File: config.mk
export PLATFORM = sky130hd
export DESIGN_NAME = mat_result_drain_flat
export DESIGN_NICKNAME = d
export VERILOG_FILES = /design/src/rtl/mat_result_drain_if.sv /design/src/rtl/mat_result_drain.sv /design/src/flat_wrapper.sv
export SDC_FILE = /design/constraint.sdc
export NUM_CORES = 1
export LEC_CHECK = 0
export ABC_AREA = 0
export BUFFER_PORTS_ARGS = -buffer_cell sky130_fd_sc_hd__buf_2
export CELL_PAD_IN_SITES_DETAIL_PLACEMENT = 2
export CELL_PAD_IN_SITES_GLOBAL_PLACEMENT = 2
export CORE_MARGIN = 10
export CORE_UTILIZATION = 35
export CTS_BUF_LIST = sky130_fd_sc_hd__clkbuf_4 sky130_fd_sc_hd__clkbuf_8 sky130_fd_sc_hd__clkbuf_16
export DETAILED_ROUTE_END_ITERATION = 6
export PLACE_DENSITY_LB_ADDON = 0.1
export SLEW_MARGIN = 10
export SYNTH_ARGS = -nofsm -noshare
export SYNTH_HDL_FRONTEND = slang
export SYNTH_SLANG_ARGS = --single-unit
File: constraint.sdc
create_clock -name clock -period 6.7 [get_ports clock]
set_clock_uncertainty 0.1 [all_clocks]
set_input_delay 0.335 -clock clock [delete_from_list [all_inputs] [get_ports clock]]
set_output_delay 0.335 -clock clock [all_outputs]
set_load 0.03 [all_outputs]
File: src/rtl/mat_result_drain_if.sv
// Handshake bundle between the matcher, the result drain and its consumer.
//   position/isMatching/clrOverrun : matcher side inputs to the drain
//   outValid/outReady/outAddr/outIndex/outLast : beat stream toward the host
//   drainDone/busy/matchCount/overrun : drain status
// slave  : the drain itself
// master : whatever drives the matcher bus and consumes the beat stream
interface mat_result_drain_if #(
    parameter int SLOTS  = 16,
    parameter int ADDR_W = 15,
    parameter int CNT_W  = 5
);
    localparam int IDX_W = $clog2(SLOTS);

    logic [SLOTS*ADDR_W-1:0] position;
    logic                    isMatching;
    logic                    outReady;
    logic                    clrOverrun;
    logic                    outValid;
    logic [ADDR_W-1:0]       outAddr;
    logic [IDX_W-1:0]        outIndex;
    logic                    outLast;
    logic                    drainDone;
    logic                    busy;
    logic [CNT_W-1:0]        matchCount;
    logic                    overrun;

    modport slave (
        input  position, isMatching, outReady, clrOverrun,
        output outValid, outAddr, outIndex, outLast,
        output drainDone, busy, matchCount, overrun
    );

    modport master (
        output position, isMatching, outReady, clrOverrun,
        input  outValid, outAddr, outIndex, outLast,
        input  drainDone, busy, matchCount, overrun
    );
endinterface

File: src/rtl/mat_result_drain.sv
// mat_result_drain
// Captures the matched-address bus on each rising edge of isMatching and
// streams the non-empty slots, lowest slot first, over a valid/ready link.
// Ports:
//   clock  : system clock, rising edge
//   nReset : asynchronous active-low reset
//   bus    : mat_result_drain_if.slave (matcher inputs, beat stream, status)
module mat_result_drain #(
    parameter int SLOTS  = 16,
    parameter int ADDR_W = 15,
    parameter int CNT_W  = 5
) (
    input  logic               clock,
    input  logic               nReset,
    mat_result_drain_if.slave  bus
);
    localparam int IDX_W = $clog2(SLOTS);

    typedef enum logic [1:0] {IDLE, SEND, DONE} state_t;

    state_t                         state;
    logic [SLOTS-1:0][ADDR_W-1:0]   slot_in;
    logic [SLOTS-1:0][ADDR_W-1:0]   snap;
    logic [SLOTS-1:0]               nz;
    logic [SLOTS-1:0]               mask;
    logic [SLOTS-1:0]               sel_oh;
    logic [SLOTS-1:0]               rest;
    logic [IDX_W-1:0]               sel_idx;
    logic [CNT_W-1:0]               cnt_q;
    logic                           prev_match;
    logic                           trigger;
    logic                           valid_q;
    logic                           done_q;
    logic                           busy_q;
    logic                           ovr_q;
    logic                           xfer;
    logic                           last;

    function automatic logic [CNT_W-1:0] popcnt(input logic [SLOTS-1:0] m);
        logic [CNT_W-1:0] c;
        c = '0;
        for (int i = 0; i < SLOTS; i++) c = c + CNT_W'(m[i]);
        return c;
    endfunction

    assign slot_in = bus.position;

    // Per-slot empty detect: address 0 marks an unused slot.
    for (genvar g = 0; g < SLOTS; g++) begin : g_nz
        assign nz[g] = |slot_in[g];
    end

    assign trigger = bus.isMatching & ~prev_match;

    // Lowest set bit of the pending mask selects the current beat.
    assign sel_oh = mask & (~mask + SLOTS'(1));
    assign rest   = mask & ~sel_oh;
    assign last   = (mask != '0) && (rest == '0);

    always_comb begin
        sel_idx = '0;
        for (int i = SLOTS - 1; i >= 0; i--) begin
            if (mask[i]) sel_idx = IDX_W'(i);
        end
    end

    assign xfer = valid_q & bus.outReady;

    always_ff @(posedge clock or negedge nReset) begin
        if (!nReset) begin
            state      <= IDLE;
            snap       <= '0;
            mask       <= '0;
            cnt_q      <= '0;
            prev_match <= 1'b0;
            valid_q    <= 1'b0;
            done_q     <= 1'b0;
            busy_q     <= 1'b0;
            ovr_q      <= 1'b0;
        end else begin
            prev_match <= bus.isMatching;

            // A new event in the same cycle as a clear keeps the flag set.
            if (trigger && state != IDLE) ovr_q <= 1'b1;
            else if (bus.clrOverrun)      ovr_q <= 1'b0;

            case (state)
                IDLE: begin
                    if (trigger) begin
                        snap   <= slot_in;
                        mask   <= nz;
                        cnt_q  <= popcnt(nz);
                        busy_q <= 1'b1;
                        if (nz != '0) begin
                            state   <= SEND;
                            valid_q <= 1'b1;
                        end else begin
                            state  <= DONE;
                            done_q <= 1'b1;
                        end
                    end
                end
                SEND: begin
                    if (xfer) begin
                        mask <= rest;
                        if (last) begin
                            state   <= DONE;
                            valid_q <= 1'b0;
                            done_q  <= 1'b1;
                        end
                    end
                end
                DONE: begin
                    state  <= IDLE;
                    done_q <= 1'b0;
                    busy_q <= 1'b0;
                end
                default: begin
                    state   <= IDLE;
                    valid_q <= 1'b0;
                    done_q  <= 1'b0;
                    busy_q  <= 1'b0;
                end
            endcase
        end
    end

    // Beat fields are forced to zero outside SEND so idle outputs stay clean.
    assign bus.outValid   = valid_q;
    assign bus.outIndex   = valid_q ? sel_idx : '0;
    assign bus.outAddr    = valid_q ? snap[sel_idx] : '0;
    assign bus.outLast    = valid_q & last;
    assign bus.drainDone  = done_q;
    assign bus.busy       = busy_q;
    assign bus.matchCount = cnt_q;
    assign bus.overrun    = ovr_q;

    a_stall_hold: assert property (@(posedge clock) disable iff (!nReset)
        bus.outValid && !bus.outReady |=> bus.outValid && $stable(bus.outAddr)
                                          && $stable(bus.outIndex));
    a_done_pulse: assert property (@(posedge clock) disable iff (!nReset)
        bus.drainDone |=> !bus.drainDone);
endmodule
File: src/flat_wrapper.sv
// flat-port wrapper written by rule: the top's interface ports become plain ports
module mat_result_drain_flat 
#(
    parameter int SLOTS  = 16,
    parameter int ADDR_W = 15,
    parameter int CNT_W  = 5
)
  (clock, nReset, bus_position, bus_isMatching, bus_outReady, bus_clrOverrun, bus_outValid, bus_outAddr, bus_outIndex, bus_outLast, bus_drainDone, bus_busy, bus_matchCount, bus_overrun);
  mat_result_drain_if #(.SLOTS(SLOTS), .ADDR_W(ADDR_W), .CNT_W(CNT_W)) bus_i ();
  input  logic clock;
  input  logic nReset;
  input wire logic [$bits(bus_i.position)-1:0] bus_position;
  input wire logic [$bits(bus_i.isMatching)-1:0] bus_isMatching;
  input wire logic [$bits(bus_i.outReady)-1:0] bus_outReady;
  input wire logic [$bits(bus_i.clrOverrun)-1:0] bus_clrOverrun;
  output wire logic [$bits(bus_i.outValid)-1:0] bus_outValid;
  output wire logic [$bits(bus_i.outAddr)-1:0] bus_outAddr;
  output wire logic [$bits(bus_i.outIndex)-1:0] bus_outIndex;
  output wire logic [$bits(bus_i.outLast)-1:0] bus_outLast;
  output wire logic [$bits(bus_i.drainDone)-1:0] bus_drainDone;
  output wire logic [$bits(bus_i.busy)-1:0] bus_busy;
  output wire logic [$bits(bus_i.matchCount)-1:0] bus_matchCount;
  output wire logic [$bits(bus_i.overrun)-1:0] bus_overrun;
  assign bus_i.position = bus_position;
  assign bus_i.isMatching = bus_isMatching;
  assign bus_i.outReady = bus_outReady;
  assign bus_i.clrOverrun = bus_clrOverrun;
  assign bus_outValid = bus_i.outValid;
  assign bus_outAddr = bus_i.outAddr;
  assign bus_outIndex = bus_i.outIndex;
  assign bus_outLast = bus_i.outLast;
  assign bus_drainDone = bus_i.drainDone;
  assign bus_busy = bus_i.busy;
  assign bus_matchCount = bus_i.matchCount;
  assign bus_overrun = bus_i.overrun;
  mat_result_drain #(.SLOTS(SLOTS), .ADDR_W(ADDR_W), .CNT_W(CNT_W)) u_core (.clock(clock), .nReset(nReset), .bus(bus_i));
endmodule
Word level (Yosys, flattened, before mapping). Index checks and enable logic that the tools add are counted.

Bits in registers: 268. Input bits: 245. Output and inout bits: 29. Word-level logic and storage cells: 131.

Add/sub/neg operators: 16. Order comparisons: 1. Eq/ne operators: 7. Multiplexer cells: 42. Bitwise gates (word level): 10. Reductions and logical operators: 31.

Operators by type and width (number): $reduce_or 15->1 (16); $add 5x1->5 (14); $mux 4 (17); $bmux 15 s4 (1); $and 16x16->16 (2); $mux 16 (2); $not 16->16 (2); $pmux 16 s2 (1); $reduce_bool 16->1 (2); $mux 15 (2); $add 16x1->16 const B (1); $logic_not 16->1 (1); $mux 1 (11); $mux 2 (4); $ne 2x1->1 const B (4); $reduce_and 3->1 (2); $reduce_bool 2->1 (3); $lt 4x5->1 const B (1); $reduce_and 5->1 (1); $pmux 1 s2 (2); $pmux 2 s2 (1); $reduce_and 2->1 (2); $reduce_and 4->1 (1); $and 1x1->1 (3); 8 further kinds (11).

Logic depth before layout (Yosys ltp).
Depth in word-level cells: 19. Mapped depth: 14. Mapped depth without buffers: 14.

Worst setup path before layout. Ideal clock, no wire load.

Kind: input to register. Start: input port bus_position[26]. End: register u_core.cnt_q[4] (netlist: u_core.bus.matchCount[4]). Setup time: 0.083 ns. Arrival time: 4.077 ns. Required time: 6.517 ns. Slack: 2.440 ns. Stages on the path: 13. Path buffers: 0. Cells stage by stage: nor4_1 nand4_1 ha_1 fa_1 fa_1 fa_1 inv_1 fa_1 fa_1 fa_1 nor2b_1 o21ai_0 o21ai_0.

Word-level cells in the longest chain between the ends: 16.

RTL lines: start, declared (RTL line flat_wrapper.sv:12) `input wire logic [$bits(bus_i.position)-1:0] bus_position;`; $reduce_or 15->1 (RTL line mat_result_drain.sv:50) `assign nz[g] = |slot_in[g];`; $add 1x1->2 (RTL line mat_result_drain.sv:42) `for (int i = 0; i < SLOTS; i++) c = c + CNT_W'(m[i]);`; $add 5x1->5 (14 in a row) (RTL line mat_result_drain.sv:42); end signal, assigned (RTL line mat_result_drain.sv:92) `cnt_q <= popcnt(nz);`; end, declared (RTL line mat_result_drain.sv:29) `logic [CNT_W-1:0] cnt_q;`.

No other way between the ends. A chain may end at the register's enable or synchronous reset.

Final worst setup path.
Start: register u_core.mask[8]. End: output port bus_outAddr[9].

Word-level cells in the longest chain between the ends: 12.

RTL lines: start, declared (RTL line mat_result_drain.sv:25) `logic [SLOTS-1:0] mask;`; start signal, assigned (RTL line mat_result_drain.sv:91) `mask <= nz;`; start signal, assigned (RTL line mat_result_drain.sv:105) `mask <= rest;`; $mux 4 (9 in a row) (RTL line mat_result_drain.sv:63) `if (mask[i]) sel_idx = IDX_W'(i);`; $bmux 15 s4 (RTL line mat_result_drain.sv:131) `assign bus.outAddr = valid_q ? snap[sel_idx] : '0;`; $mux 15 (implied by the code) (RTL line mat_result_drain.sv:131); $mux 15 (RTL line mat_result_drain.sv:131); end, declared (RTL line flat_wrapper.sv:17) `output wire logic [$bits(bus_i.outAddr)-1:0] bus_outAddr;`.

No other way between the ends. The select of a mux whose other input is x is not followed.

==> impl_results.md <==
* Worst-skew pair later-pin latency at 590 ps
* Overall routed net length at around 81 mm
* Switch Pwr at 5.72 mW
* Post-CTS Setup Bufs at 0
* Initial antenna violation count at 15
* Die H at approximately 220 um
* Ys async rst share at between 90% and 100%
* Ratio of cells with drive above 1 in the final layout at around 17%
* Reg2Reg Depth at 6
* Max rail drop VDD at 365 uV
* Final setup vio count at 0
* Syn_area_per_cell at between 8 and 9 um^2
* Worst Max-Slew Pin Slew at 1800 ps
* Fmax at around 0.18 GHz
* Reg2reg setup slack at 3450 ps
* Combinational share of power at a little under three fifths
* Routed via count at around 16,000
* Met3 Usage GRT at 5.87%
* Relative slew slack at -23.4%
* Initial Util at around 36%
* Gate Count Post-Synth at between 1,500 and 2,000
* Area Growth Syn to Fin at 38.8%
* Register area share after synthesis at 48.7%
* Global placement routability congestion at just under 0.9
* DP HPWL at between 40 and 50 mm
* Worst hold start: bus_position[194]
* PortBufs at between 200 and 300
* Drt first-iter violations at 1,440
* Clock transition at the registers of the reported paths at about 70 ps
* Die Area at 0.0477 mm^2
* EDFF count, synth at 0
* TritonCTS Buffers at 31
* Die X-Extent at around 220 um
* CTS resizes at 0
* Syn Nets at approximately 2,000
* Drt via density at between 5 and 6
* WHS Path Cells at 3
* Overall Global Routing Usage at between 30% and 40%
* IO Count at 274
* CTS root buf: clkbuf_16
* Crit start category: flop
* Status: finished with violations
* Violated checks: capacitance limit, slew limit
* Clock share of power at around 18%
* Number of remaining DRC errors at 0
* Library cells used by synthesis at 64
* RSZ-0062 raised after global routing: false
* Synth warnings at 0
* Crit end category: output pin
* Worst path arrival time at between 5000 and 6000 ps
* Critical path class: flop to output pin
* DP Area at roughly 0.016 mm^2
* Final hold vios at 0
* Largest net degree at the start of global routing at between 150 and 200
* Layout Utilization at about half
* Fin area at between 0.015 and 0.02 mm^2
* FF-to-FF End: u_core.snap[112]
* First-pass GRT wire length at 113 mm
* Ys flop type: dfrtp_1
* Min-Delay Endpoint: u_core.snap[194]
* Net Sw Frac at between 50% and 60%
* Max-cap violations at 1
* Fillers at roughly 4,200
* PD cells at around 570 mW/mm^2
* Core Area at 0.0387 mm^2
* First-pass DRT Iterations at 5
* Post-Syn Area at 0.0138 mm^2
* Worst r2r src: u_core.prev_match
* Gr busiest metal: met2
* Layout Nets at 2,415
* Total gr overflow at 0
* Hold slack final at 69.2 ps
* Minimum clock period after layout at 5610 ps
* TritonCTS clock tree: done
* CTS Sinks at ~270
* Leakage power at between 9 and 10 nW
* Fin crit share at 83.8%
* Worst min-delay path category: input pin to flop
* Routed Antenna Nets at 0
* Row count at around 70
* Crit-path max FO at 18
* Max Root-Sink Buffers at 3
* Hold-fix buffers at CTS at about 240
* WL/cell at ~30 um
* CP required at roughly 6300 ps
* Total Neg Setup Slack at 0 ps
* H-Tree Depth at 1
* Pint at approximately 5.2 mW
* Max-slew violation count at 2
* Met1 Use GR at between 30% and 40%
* Synthesized flop and latch total at 268
* Met2 Use GR at about 55%
* Sequential share of power at about 27%
* Number of global-route vias before repair at approximately 17,000
-- metal layers --
| layer | share of wire (%) | vias to the layer above |
|---|---|---|
| li1 | - | 6676 |
| met4 | 5.7 | 0 |
| met5 | 0 | - |
| met2 | 51 | 595 |
| met1 | 38 | 8047 |
| met3 | 5.3 | 213 |
-- power groups by stage --
stage,Sequential [mW],Clock (mW),Combinational [mW]
2_1_floorplan,2.68,0,3.47
3_3_place_gp,2.82,0,5.39
3_5_place_dp,2.86,0,5.51
4_1_cts,2.85,1.94,5.68
5_1_grt,3.01,2.04,6.31
6_report,2.95,1.97,6.01
-- cell families (layout without fill, tap and decap cells) --
logic type / after synthesis / after routing / synth area share, %
other: 0 / 17 / 0
XOR/XNOR: 3 / 3 / 0.191
buffers and inverters: 159 / 636 / 4.65
AND/OR/NAND/NOR: 1000 / 1000 / 30.7
adder cells (fa/ha/maj): 20 / 20 / 2.31
AO/OA/AOI/OAI: 237 / 237 / 12.5
flip-flops: 268 / 268 / 48.7
multiplexers: 14 / 14 / 1.02
-- Yosys cell counts, types with 4 or more instances --
| library cell | n | area, um^2 |
|---|---|---|
| nand2_1 | 777 | 2920 |
| dfrtp_1 | 268 | 6710 |
| clkbuf_1 | 88 | 330 |
| o21ai_0 | 65 | 325 |
| nor4_1 | 55 | 344 |
| inv_1 | 51 | 191 |
| and3_1 | 45 | 282 |
| a21oi_1 | 35 | 175 |
| nand3_1 | 31 | 155 |
| a211oi_1 | 29 | 218 |
| nor2_1 | 28 | 105 |
| nor3_1 | 22 | 110 |
| nand4_1 | 18 | 113 |
| a2111oi_0 | 15 | 131 |
| a311o_1 | 14 | 140 |
| a32oi_1 | 14 | 123 |
| a41o_1 | 14 | 140 |
| buf_2 | 14 | 70.1 |
| mux2i_1 | 14 | 140 |
| o32ai_1 | 14 | 123 |
| fa_1 | 10 | 200 |
| ha_1 | 7 | 87.6 |
| a22o_1 | 6 | 52.6 |
| a21o_1 | 5 | 37.5 |
| nand2b_1 | 4 | 25.0 |
-- layout by cell type, fill, tap and decap left out, types with 15 or more instances in the layout --
master,count
nand2_1,776
buf_2,272
dfrtp_1,268
dlygate4sd3_1,242
o21ai_0,65
nor4_1,55
inv_1,51
and3_1,45
a21oi_1,35
nand3_1,31
clkbuf_16,31
a211oi_1,29
nor2_1,26
nor3_1,21
nand4_1,18
diode_2,17
a2111oi_0,15
-- state kept, by name, summed over array words and instances (netlist names) --
name                   count
u_core.bus.busy            1
u_core.bus.drainDone       1
u_core.bus.matchCount      5
u_core.bus.outValid        1
u_core.bus.overrun         1
u_core.mask               16
u_core.prev_match          1
u_core.snap              240
u_core.state               2
-- worst max path at each step --
stage                                start                  endpoint  slack (ps)  depth (start not counted)
final                       u_core.mask[8]            bus_outAddr[9]        1090                          8
after global routing        u_core.mask[8]            bus_outAddr[9]        1090                          8
after CTS                 bus_position[29]  u_core.bus.matchCount[4]        1450                         15
after detailed placement  bus_position[29]  u_core.bus.matchCount[4]        1410                         14
after global placement    bus_position[29]  u_core.bus.matchCount[4]        1530                         14
after floorplan           bus_position[26]  u_core.bus.matchCount[4]        2440                         13
-- metrics by stage --
step           power (mW)  instances  setup slack [ps]
2_1_floorplan        6.16       1701              2440
3_3_place_gp         8.21       2396              1530
3_5_place_dp         8.37       2396              1410
4_1_cts              10.5       2696              1450
5_1_grt              11.4       2709              1090
6_report             10.9       2713              1090
-- worst max-delay path: stages (launching register included) --
cell and delay, ps:
dfrtp_1 510, o21ai_0 470, a31oi_2 140, buf_4 240, nor2_2 760, o32ai_1 390
a2111oi_0 1570, a41o_1 250, buf_2 230
-- final cells by class --
type	instances	area [um^2]	area share [%]
inverter	51	191	1.00
clock buffer	39	873	4.57
sequential	268	6710	35.1
antenna	17	42.5	0.222
multi-input combinational	1274	6460	33.8
clock inverter	19	268	1.40
tap	518	648	3.39
timing repair buffer	527	3930	20.5
Power figures use the tool's default switching activity.
